[src/rtl/hack_pkg.sv]
// Shared types and constants for the Hack boot/program-load controller.
package hack_pkg;

  localparam int HACK_ADDR_W    = 15;
  localparam int HACK_DATA_W    = 16;
  localparam int HACK_ROM_WORDS = 32768;

  typedef enum logic [2:0] {
    S_SETTLE = 3'd0,
    S_RUN    = 3'd1,
    S_ENTER  = 3'd2,
    S_LOAD   = 3'd3,
    S_DRAIN  = 3'd4
  } boot_state_t;

  // True when a download byte address lands inside the 32K-word program store.
  function automatic logic in_rom(input logic [24:0] byte_addr);
    return byte_addr[24:1] < 24'(HACK_ROM_WORDS);
  endfunction

endpackage

[src/rtl/hack_reset_stretcher.sv]
// Loadable down-counter that times the CPU reset hold.
// busy is low in the final hold cycle, so a hold that starts with the counter
// freshly loaded lasts exactly CYCLES cycles.
module hack_reset_stretcher #(
  parameter int CYCLES = 16
) (
  input  logic clk_sys,
  input  logic reset_n,
  input  logic load,
  output logic busy
);

  localparam int CW = (CYCLES < 1) ? 1 : $clog2(CYCLES + 1);

  logic [CW-1:0] count;

  // Reload on request, otherwise count down to zero and stay there.
  always_ff @(posedge clk_sys or negedge reset_n) begin
    if (!reset_n) begin
      count <= CW'(CYCLES);
    end else if (load) begin
      count <= CW'(CYCLES);
    end else if (count != '0) begin
      count <= count - CW'(1);
    end
  end

  assign busy = (count > CW'(1));

endmodule

[src/rtl/hack_boot_loader.sv]
// Boot sequencer and program-ROM port arbiter for the Hack computer.
// Download handshake: hps_io presents one word per single-cycle ioctl_wr while
// ioctl_download is high; ioctl_wait asks it to hold off (only in S_ENTER).
// Every accepted word becomes a one-cycle rom_we pulse in the next cycle.
module hack_boot_loader
  import hack_pkg::*;
#(
  parameter int ADDR_W        = HACK_ADDR_W,
  parameter int DATA_W        = HACK_DATA_W,
  parameter int SETTLE_CYCLES = 16
) (
  input  logic              clk_sys,
  input  logic              reset_n,
  input  logic              user_reset,
  input  logic              ioctl_download,
  input  logic              ioctl_wr,
  input  logic [24:0]       ioctl_addr,
  input  logic [15:0]       ioctl_dout,
  output logic              ioctl_wait,
  input  logic [ADDR_W-1:0] cpu_pc,
  output logic [DATA_W-1:0] instruction,
  output logic              cpu_reset,
  output logic [ADDR_W-1:0] rom_addr,
  output logic              rom_we,
  output logic [DATA_W-1:0] rom_wdata,
  input  logic [DATA_W-1:0] rom_rdata,
  output logic              load_done,
  output logic [15:0]       word_count,
  output logic              overflow,
  output boot_state_t       state_dbg
);

  boot_state_t       state, next_state;
  logic              settle_load;
  logic              settle_busy;
  logic              accept;
  logic              wr_ok;
  logic [ADDR_W-1:0] cap_addr;

  hack_reset_stretcher #(.CYCLES(SETTLE_CYCLES)) u_stretch (
    .clk_sys (clk_sys),
    .reset_n (reset_n),
    .load    (settle_load),
    .busy    (settle_busy)
  );

  // A word strobe counts only while loading; out-of-range words are dropped.
  assign accept = (state == S_LOAD) && ioctl_wr;
  assign wr_ok  = accept && in_rom(ioctl_addr);

  // State register.
  always_ff @(posedge clk_sys or negedge reset_n) begin
    if (!reset_n) state <= S_SETTLE;
    else          state <= next_state;
  end

  // Next-state logic and settle-counter reload requests.
  always_comb begin
    next_state  = state;
    settle_load = 1'b0;
    case (state)
      S_SETTLE: begin
        if (ioctl_download) begin
          next_state = S_ENTER;
        end else if (user_reset) begin
          settle_load = 1'b1;
        end else if (!settle_busy) begin
          next_state = S_RUN;
        end
      end
      S_RUN: begin
        if (ioctl_download) begin
          next_state = S_ENTER;
        end else if (user_reset) begin
          next_state  = S_SETTLE;
          settle_load = 1'b1;
        end
      end
      S_ENTER: next_state = S_LOAD;
      S_LOAD:  if (!ioctl_download) next_state = S_DRAIN;
      S_DRAIN: begin
        next_state  = S_SETTLE;
        settle_load = 1'b1;
      end
      default: next_state = S_SETTLE;
    endcase
  end

  // Registered outputs, capture register and download status.
  always_ff @(posedge clk_sys or negedge reset_n) begin
    if (!reset_n) begin
      cpu_reset  <= 1'b1;
      ioctl_wait <= 1'b0;
      rom_we     <= 1'b0;
      cap_addr   <= '0;
      rom_wdata  <= '0;
      load_done  <= 1'b0;
      word_count <= '0;
      overflow   <= 1'b0;
    end else begin
      cpu_reset  <= (next_state != S_RUN);
      ioctl_wait <= (next_state == S_ENTER);
      // rom_we doubles as the capture-valid flag: one pulse per stored word.
      rom_we     <= wr_ok;
      if (wr_ok) begin
        cap_addr  <= ioctl_addr[ADDR_W:1];
        rom_wdata <= DATA_W'(ioctl_dout);
      end
      if (state == S_DRAIN) load_done <= 1'b1;
      if (next_state == S_ENTER) begin
        word_count <= '0;
        overflow   <= 1'b0;
      end else begin
        if (wr_ok && (word_count != 16'hFFFF)) word_count <= word_count + 16'd1;
        if (accept && !in_rom(ioctl_addr))     overflow   <= 1'b1;
      end
    end
  end

  // The CPU owns the ROM port only while running.
  assign rom_addr    = (state == S_RUN) ? cpu_pc : cap_addr;
  assign instruction = (state == S_RUN) ? rom_rdata : '0;
  assign state_dbg   = state;

endmodule

[config.mk]
export PLATFORM = sky130hd
export DESIGN_NAME = hack_boot_loader
export DESIGN_NICKNAME = d
export VERILOG_FILES = /design/src/rtl/hack_pkg.sv /design/src/rtl/hack_reset_stretcher.sv /design/src/rtl/hack_boot_loader.sv
export SDC_FILE = /design/constraint.sdc
export NUM_CORES = 1
export LEC_CHECK = 0
export CAP_MARGIN = 20
export CELL_PAD_IN_SITES_DETAIL_PLACEMENT = 0
export CELL_PAD_IN_SITES_GLOBAL_PLACEMENT = 2
export CORE_ASPECT_RATIO = 1.75
export CORE_MARGIN = 4
export CORE_UTILIZATION = 24
export CTS_CLUSTER_DIAMETER = 100
export CTS_CLUSTER_SIZE = 14
export DETAILED_ROUTE_END_ITERATION = 6
export MAX_ROUTING_LAYER = met4
export PLACE_DENSITY = 0.89
export SYNTH_ARGS = -nofsm -noshare
export SYNTH_HDL_FRONTEND = slang
export SYNTH_SLANG_ARGS = --single-unit
[constraint.sdc]
create_clock -name clk_sys -period 2.8 [get_ports clk_sys]
set_input_delay 0.28 -clock clk_sys [delete_from_list [all_inputs] [get_ports clk_sys]]
set_output_delay 0.28 -clock clk_sys [all_outputs]
set_load 0.005 [all_outputs]
==> impl_metrics.csv <==
group,metric,value,unit
logic_synthesis,synth_xor_area_frac,0.002862,
setup_path,critPathMaxStageDelay,0.75,ns
routing,vias,2956,
timing,slew_viol_final,0,
logic_synthesis,yosysTopAreaCell,"dfrtp_1",
setup_path,crit_path_start_kind,"flip-flop",
pwr,clockPowerShare,0.361,
floorplan,die_y,157.4,um
setup_path,crit_family,"simple AND/OR/NAND/NOR gates",
logic_synthesis,muxShareOfSynthArea,0.07809,
timing,period_share,0.9416,
grt,grt_pass1_vias,3050,
routing,post_drt_wl_per_cell,14.85,um
routing,drcViolationCount,0,
logic_synthesis,async_reset_ff_frac,1.000,
routing,vias_per_cell,4.506,
logic_synthesis,ys.flop_type,"dfrtp_1",
timing,rsz0062_at_grt,"no",
timing,finalSetupViolations,0,
logic_synthesis,synthDistinctLibCells,40,
grt,grt_usage,0.1385,
logic_synthesis,ys_ff_latch,60,
setup_path,crit_required,2.52,ns
logic_synthesis,syn-instance-count,335,
grt,grt_antenna_before_repair,0,
setup_path,worstPathArrival,2.36,ns
clocking,ctsRootBufferMaster,"clkbuf_16",
clocking,clock_latency,0.32,ns
floorplan,start_util,0.2448,
grt,global_route.usage.met3,0.03061,
routing,firstDrtPassIters,4,
finish,drive_gt1_frac,0.09426,
pwr,p_int,2.223,mW
pwr,peakVddDrop,0.2708,mV
logic_synthesis,ys_seq_area_frac,0.4914,
setup_path,path_class,"reg2out",
clocking,ctsHtreeMaxLevel,3,
setup_path,r2r_end,"word_count[10]",
finish,syn2layout_area_growth,63.82,%
timing,timing.final.crit_period,2.636,ns
clocking,clock_sinks,60,
clocking,hold_buffers,0,
routing,antenna_left,0,
logic_synthesis,synth_top_area_frac,0.4742,
timing,setup_tns,0,ns
timing,tightest_slew,0.9360,ns
setup_path,path_buf_inv,1,
setup_path,path_cells,"nor2_1 -> and3_1 -> clkdlybuf4s50_1",
clocking,clock_path_buffers,2,
timing,hold_viol_final,0,
pwr,pwr-share-seq,0.339,
run_status,outcome,"finished, final reports clean",
setup_path,rr_worst_depth,4,
grt,grt_pass1_wl,15.48,mm
routing,drt_iter0_drc,60,
placement,gp_congestion,0.7863,
grt,use_met1,0.1545,
setup_path,cp_max_fo,18,
floorplan,coreArea,0.01250,mm^2
placement,post-place-ws,0.3069,ns
grt,grt_busiest_layer,"met2",
clocking,clkTransAtPathRegs,0.05,ns
timing,fin_ws,0.1636,ns
routing,wl,9.739,mm
logic_synthesis,synth_edf_count,0,
floorplan,core.rowCount,54,
setup_path,r2r-start,"state_dbg[2]",
clocking,post-cts-setup-buffers,0,
logic_synthesis,ys_warn_count,0,
pwr,leakage,2.256,nW
logic_synthesis,synth_top_family_by_area,"simple AND/OR/NAND/NOR gates",
setup_path,critPathSlowestCell,"nor2_1",
grt,grt_util_met2,0.2406,
logic_synthesis,synthAdderAreaFrac,0.01635,
pwr,combPwrFrac,0.301,
floorplan,dieWidth,93.36,um
floorplan,dieArea,0.01469,mm^2
logic_synthesis,synth_compound_area_frac,0.06296,
pwr,switchingPower,873.6,uW
timing,max_freq,0.3793,GHz
finish,diodes,0,
timing,relSlewSlack,0.3737,
finish,nets,564,
setup_path,end_kind,"primary output",
logic_synthesis,synth_area,0.003060,mm^2
clocking,numCtsBuffers,9,
pwr,p_sw_frac,0.2821,
floorplan,io_pins,148,
clocking,ctsResizeCount,0,
pwr,cellPowerDensity,617.6,mW/mm^2
timing,fin_skew,0.006154,ns
run,maxCapViolCount,0,
min_path,hold_path.class,"in2async",
logic_synthesis,synth_area_leaders,"dfrtp_1 47%, nand2_1 13%, mux2_2 5.5%",
placement,dpl_cell_area,0.004710,mm^2
clocking,cts_tree,"yes",
grt,grt_max_degree,38,
logic_synthesis,synth-simple-area-share,0.3128,
grt,grt-ovfl-total,0,
logic_synthesis,syn_nets,416,
finish,finish.instance_area,0.005014,mm^2
placement,detailed_place_hpwl,7.520,mm
pwr,p_total,3.096,mW
logic_synthesis,avgSynthCellArea,9.136,um^2
setup_path,reg2reg_slack,0.30,ns
placement,port_buffers,146,
placed cells by master, fill, tap and decap left out, types with 9 or more instances in the layout:
master           netlist  routed
nor2_1                10      10
nand2_1              108     108
and3_1                19      19
mux2_2                15      15
clkbuf_16              0       9
clkdlybuf4s50_1        0     145
a21oi_1               14      14
dfrtp_1               58      58
nand3_1                9       9
sequential cells by signal (all words and copies together) (netlist names):
| name | count |
|---|---|
| cpu_reset | 1 |
| cap_addr | 15 |
| ioctl_wait | 1 |
| state_dbg | 3 |
| rom_wdata | 16 |
| load_done | 1 |
| u_stretch.count | 5 |
| word_count | 16 |
| rom_we | 1 |
| overflow | 1 |
how the worst max path moves through the flow:
stage / from / endpoint / slack [ns] / depth (start not counted)
after global routing: state_dbg[2] / word_count[2] / 0.05 / 4
final: state_dbg[2] / instruction[8] / 0.16 / 3
after detailed placement: state_dbg[2] / word_count[10] / 0.31 / 4
after floorplan: state_dbg[0] / rom_addr[10] / 0.79 / 5
after global placement: ioctl_addr[21] / word_count[11] / 0.42 / 5
after CTS: state_dbg[2] / instruction[8] / 0.19 / 3
Yosys cell counts (6+ instances only):
cell type,number
inv_1,7
clkbuf_1,9
nand2b_1,8
nor3_1,9
nand2_1,108
nor2_1,10
dfrtp_1,58
mux2i_1,7
a21oi_1,14
nand3_1,9
and3_1,19
o31ai_1,6
mux2_2,15
through the flow:
stage | instances | hold slack, ns | util
2_1_floorplan | 335 | -0.01559 | -
3_3_place_gp | 640 | 0.4442 | 0.3768
3_5_place_dp | 640 | 0.4509 | 0.3768
4_1_cts | 656 | 0.09658 | 0.4011
5_1_grt | 656 | 0.1369 | 0.4011
6_report | 656 | 0.06042 | 0.4011
area by class of cell:
type / instances / area [um^2]
inverter: 7 / 26.28
fill: 1251 / 7486
tap: 168 / 210.2
clock buffer: 12 / 256.5
clock inverter: 4 / 47.55
sequential: 60 / 1504
multi-input combinational: 251 / 1453
timing repair buffer: 154 / 1516
metal layers:
layer  vias to the layer above  share of wire  routed length, um
met3                        13          0.051                493
met1                      1395           0.40               3871
met4                         0          0.015                143
li1                       1456              -                  -
met2                        92           0.54               5231
met5                         -              0                  0
power by group through the flow:
stage / clock network, mW / registers [mW] / logic [mW]
2_1_floorplan: 0 / 1.04 / 0.449
3_5_place_dp: 0 / 1.06 / 0.946
5_1_grt: 1.18 / 1.07 / 1.02
6_report: 1.12 / 1.05 / 0.931
3_3_place_gp: 0 / 1.06 / 0.916
4_1_cts: 1.15 / 1.05 / 0.952
cells by family after synthesis:
group	count (synthesis)
DFF	60
adders and majority gates	4
buffers and inverters	24
xor gates and xnor gates	1
and+or+nand+nor	193
AOI/OAI and AO/OA	31
muxes	22
No activity file was read; power rests on OpenSTA's default activity.
